`config.mk`:
```
export PLATFORM = sky130hd
export DESIGN_NAME = token_issuer
export DESIGN_NICKNAME = d
export VERILOG_FILES = /design/src/rtl/token_issuer.sv
export SDC_FILE = /design/constraint.sdc
export NUM_CORES = 1
export LEC_CHECK = 0
export CORE_ASPECT_RATIO = 0.7
export CORE_UTILIZATION = 51
export DETAILED_ROUTE_END_ITERATION = 10
export PLACE_DENSITY = 0.73
export SLEW_MARGIN = 30
export SYNTH_ARGS = -nofsm -noshare
export SYNTH_HDL_FRONTEND = slang
export SYNTH_SLANG_ARGS = --single-unit
```
`constraint.sdc`:
```
create_clock -name clk -period 5.94 [get_ports clk]
set_input_delay 1.188 -clock clk [delete_from_list [all_inputs] [get_ports clk]]
set_output_delay 1.188 -clock clk [all_outputs]
set_load 0.01 [all_outputs]
```
`src/rtl/token_issuer.sv`:
```
// Parking-token issuer: grants lowest free slot with token = slot ^ pattern, verifies slot/token on exit.
// Ack one edge after the request is taken; held requests wait in DONE until both drop. Optional TOKEN_LFSR_EN.
module token_issuer #(
  parameter int                SLOT_W    = 3,
  parameter int                NUM_SLOTS = 8,
  parameter logic [SLOT_W-1:0] SEED      = 3'b101
) (
  input  logic              clk,
  input  logic              rst,
  input  logic              entry_req,
  output logic              entry_ack,
  output logic              entry_ok,
  output logic [SLOT_W-1:0] entry_slot,
  output logic [SLOT_W-1:0] entry_token,
  input  logic              exit_req,
  input  logic [SLOT_W-1:0] exit_slot,
  input  logic [SLOT_W-1:0] exit_token,
  output logic              exit_ack,
  output logic              exit_ok,
  output logic [SLOT_W:0]   count,
  output logic              full
);

  typedef enum logic [1:0] {IDLE, ENTRY, EXIT, DONE} state_t;

  localparam logic [SLOT_W:0] SLOTS_MAX = (SLOT_W+1)'(NUM_SLOTS);
  localparam logic [SLOT_W:0] ONE       = (SLOT_W+1)'(1);

  state_t               state;
  logic [NUM_SLOTS-1:0] occupied;
  logic [SLOT_W-1:0]    tok_mem [NUM_SLOTS];
  logic                 free_found;
  logic [SLOT_W-1:0]    free_slot;
  logic                 exit_match;

`ifdef TOKEN_LFSR_EN
  logic [SLOT_W-1:0] pattern;
`else
  localparam logic [SLOT_W-1:0] pattern = SEED;
`endif

  // Scan downward so the last hit is the lowest-numbered free slot.
  always_comb begin
    free_found = 1'b0;
    free_slot  = '0;
    for (int i = NUM_SLOTS - 1; i >= 0; i--) begin
      if (!occupied[i]) begin
        free_found = 1'b1;
        free_slot  = SLOT_W'(i);
      end
    end
  end

  always_comb begin
    exit_match = 1'b0;
    if ({1'b0, exit_slot} < SLOTS_MAX)
      exit_match = occupied[exit_slot] && (tok_mem[exit_slot] == exit_token);
  end

  always_ff @(posedge clk or posedge rst) begin
    if (rst) begin
      state       <= IDLE;
      occupied    <= '0;
      for (int i = 0; i < NUM_SLOTS; i++) tok_mem[i] <= '0;
      count       <= '0;
      full        <= 1'b0;
      entry_ack   <= 1'b0;
      entry_ok    <= 1'b0;
      entry_slot  <= '0;
      entry_token <= '0;
      exit_ack    <= 1'b0;
      exit_ok     <= 1'b0;
`ifdef TOKEN_LFSR_EN
      pattern     <= SEED;
`endif
    end else begin
      entry_ack   <= 1'b0;
      entry_ok    <= 1'b0;
      entry_slot  <= '0;
      entry_token <= '0;
      exit_ack    <= 1'b0;
      exit_ok     <= 1'b0;
      case (state)
        IDLE: begin
          if (exit_req)       state <= EXIT;
          else if (entry_req) state <= ENTRY;
        end
        ENTRY: begin
          state     <= DONE;
          entry_ack <= 1'b1;
          if (free_found) begin
            entry_ok           <= 1'b1;
            entry_slot         <= free_slot;
            entry_token        <= free_slot ^ pattern;
            tok_mem[free_slot] <= free_slot ^ pattern;
            occupied[free_slot] <= 1'b1;
            count              <= count + ONE;
            full               <= (count + ONE) == SLOTS_MAX;
`ifdef TOKEN_LFSR_EN
            pattern <= {pattern[SLOT_W-2:0], pattern[SLOT_W-1] ^ pattern[SLOT_W-2]};
`endif
          end
        end
        EXIT: begin
          state    <= DONE;
          exit_ack <= 1'b1;
          if (exit_match) begin
            exit_ok             <= 1'b1;
            occupied[exit_slot] <= 1'b0;
            count               <= count - ONE;
            full                <= 1'b0;
          end
        end
        DONE: begin
          if (!entry_req && !exit_req) state <= IDLE;
        end
        default: state <= IDLE;
      endcase
    end
  end

endmodule

```
==> results.json <==
{
  "status": "completed",
  "r2r_cells": 8,
  "min_path_cells": 1,
  "hold_path_class": "flop to flop",
  "cts_tree": "built",
  "worstPathMaxFanout": 18,
  "setup_violations": 0,
  "fmax_mhz": 270,
  "fp.dieW_um": 84.9,
  "max_slew_margin_pct": 44.6,
  "critPathArrivalTime_ns": 3.88,
  "synth_ff_type": "dfrtp_1",
  "grt_pass1_wl_um": 8330,
  "overflow": 0,
  "whs_ns": 0.472,
  "core_area_um2": 4480,
  "power_leakage_nw": 1.28,
  "finalPower_mw": 1.28,
  "cts.clk_slew.worst_paths_ns": 0.09,
  "dp_hpwl_um": 3630,
  "synthAdderAreaFrac_pct": 4.08,
  "holdBufCountCts": 0,
  "drcViolationCount": 0,
  "numCtsBuffers": 5,
  "n_antenna_cell": 0,
  "async_flop_share_pct": 100,
  "yosysUniqueCellTypes": 52,
  "drt-pass1-iter-count": 6,
  "synth_fp_nets": 239,
  "clock_skew_ns": 0.0118,
  "synth_top_family_by_area": "simple AND/OR/NAND/NOR gates",
  "p_per_area_nw_per_um2": 453,
  "routabilityCongestion": 0.867,
  "clock-sinks": 48,
  "fin_util_pct": 63.1,
  "rows": 20,
  "multi_input_area_um2": 1170,
  "yosysWarnings": 0,
  "vias": 1703,
  "critical_path_class": "input port to flop",
  "fin_cells": 300,
  "final_cell_area_um2": 2830,
  "startpoint_type": "input port",
  "dp_cells": 292,
  "die_area_um2": 5100,
  "cts_resized": 0,
  "period_share_pct": 62.4,
  "drive_gt1_share_pct": 12.2,
  "synth_cells": 221,
  "grt_max_degree": 49,
  "finalMaxSlewViolations": 0,
  "max-cap-violations": 0,
  "vdd_drop_max_mv": 0.223,
  "worst_ep_required_time_ns": 6.12,
  "yosysSeqAreaShare_pct": 48.9,
  "ys_ff_latch": 48,
  "grt_pass1_vias": 1666,
  "drt_iter0_markers": 113,
  "crit_path_end_kind": "flop",
  "ant_nets": 0,
  "synth-edff-count": 0,
  "fp.dieH_um": 60.0,
  "worst_pin_slew_ns": 0.829,
  "synth.cell_area_um2": 2450,
  "place_area_um2": 2720,
  "final-hold-violation-count": 0,
  "start_util_pct": 54.8,
  "wl_um": 4990,
  "wire_per_inst_um": 16.6,
  "portBuffers": 24,
  "rsz0062_at_grt": "false",
  "fin_setup_tns_ns": 0,
  "antenna_found_initial": 0,
  "synthSimpleGateAreaFrac_pct": 19.0,
  "grt_usage_pct": 22.1,
  "syn_area_per_cell_um2": 11.1,
  "clockBufferDepth": 2,
  "fin_ws_ns": 2.24,
  "dp_slack_ns": 1.90,
  "final_nets": 262,
  "clk_latency_ns": 0.30,
  "cts_max_level": 2,
  "cts_setup_buffers": 0,
  "synth_xor_area_share_pct": 1.78,
  "reg2reg_slack_ns": 3.61,
  "vias_per_cell": 5.68,
  "fillers": 350,
  "ff_latch_area_um2": 1200,
  "area_growth_pct": 15.1,
  "pin_count": 25,
  "synth_mux_area_share_pct": 9.43,
  "synth_compound_area_share_pct": 13.4,
  "min_period_ns": 3.70,
  "clockRootBuffer": "clkbuf_8"
}
[routing by layer]
layer	GRT usage (%)	part of all wire (%)	up-vias	wire (um)
met5	0	0	-	0
met4	7.02	1.4	0	68
met3	5.80	7.1	7	357
met2	31.2	41	61	2030
met1	33.1	51	804	2530
li1	-	-	831	-
[cells in the final DEF, fill, tap and decap left out, types with 7 or more instances in the layout]
cell             instances
a31oi_1                  7
clkdlybuf4s50_1         24
dfrtp_1                 48
ha_1                     8
inv_1                    9
mux2i_1                 10
nand2_1                 16
nand3_1                  7
nor2_1                  12
nor2b_1                 14
or2_2                   10
[synthesized netlist by cell type, drive strengths merged, types with 3 or more instances]
cell	instances	area (um^2)
buf	5	36.3
dfrtp	48	1200
nand3	8	45.0
clkbuf	3	11.3
or2	10	62.6
a31oi	8	65.1
and2	4	25.0
xnor2	5	43.8
a21o	3	22.5
mux2	3	41.3
and3	4	25.0
nand2b	5	31.3
nor2b	14	87.6
nor2	13	56.3
ha	8	100
a21oi	3	15.0
inv	10	37.5
mux2i	10	100
o21ai	5	25.0
nand2	16	60.1
a21boi	3	22.5
mux4	4	90.1
[kinds of logic (layout without fill, tap and decap cells)]
group	count (synthesis)	after routing
AO/OA/AOI/OAI	41	41
buffers and inverters	18	42
AND/OR/NAND/NOR	84	84
adder cells (fa/ha/maj)	8	8
multiplexers	17	17
XOR/XNOR	5	5
flip-flops	48	48
[area by class of cell]
cell class	count	area share, %
tap	55	2.43
clock buffer	6	2.57
sequential	48	42.5
multi-input combinational	155	41.3
timing repair buffer	24	8.50
inverter	10	1.42
clock inverter	2	1.24
[power by group]
group	internal, mW	total (mW)	switching (mW)
combinational	0.259	0.555	0.296
clock	0.125	0.228	0.103
sequential	0.417	0.499	0.0818
total	0.801	1.28	0.480
[registers in the layout, summed over array words and instances, names as in the netlist]
name / cells
full: 1
exit_ack: 1
exit_ok: 1
count: 4
entry_ok: 1
entry_slot: 2
state: 2
entry_ack: 1
entry_token: 3
occupied: 8
tok_mem: 24
[worst paths after layout]
| kind | from | endpoint |
|---|---|---|
| max | exit_slot[0] | full |
| min | tok_mem[14] | tok_mem[14] |
| max reg2reg | state[0] | occupied[5] |
| min reg2reg | tok_mem[14] | tok_mem[14] |
| max in group asynchronous | rst | count[1] |
| min in group asynchronous | rst | tok_mem[13] |
[worst max-delay path, stage by stage]
cell,delay (ns)
clkdlybuf4s50_1,1.01
mux4_2,0.60
mux2i_1,0.18
xnor2_1,0.22
nor2_4,0.12
a31oi_4,0.25
mux2_4,0.31
Power figures use the tool's default switching activity.
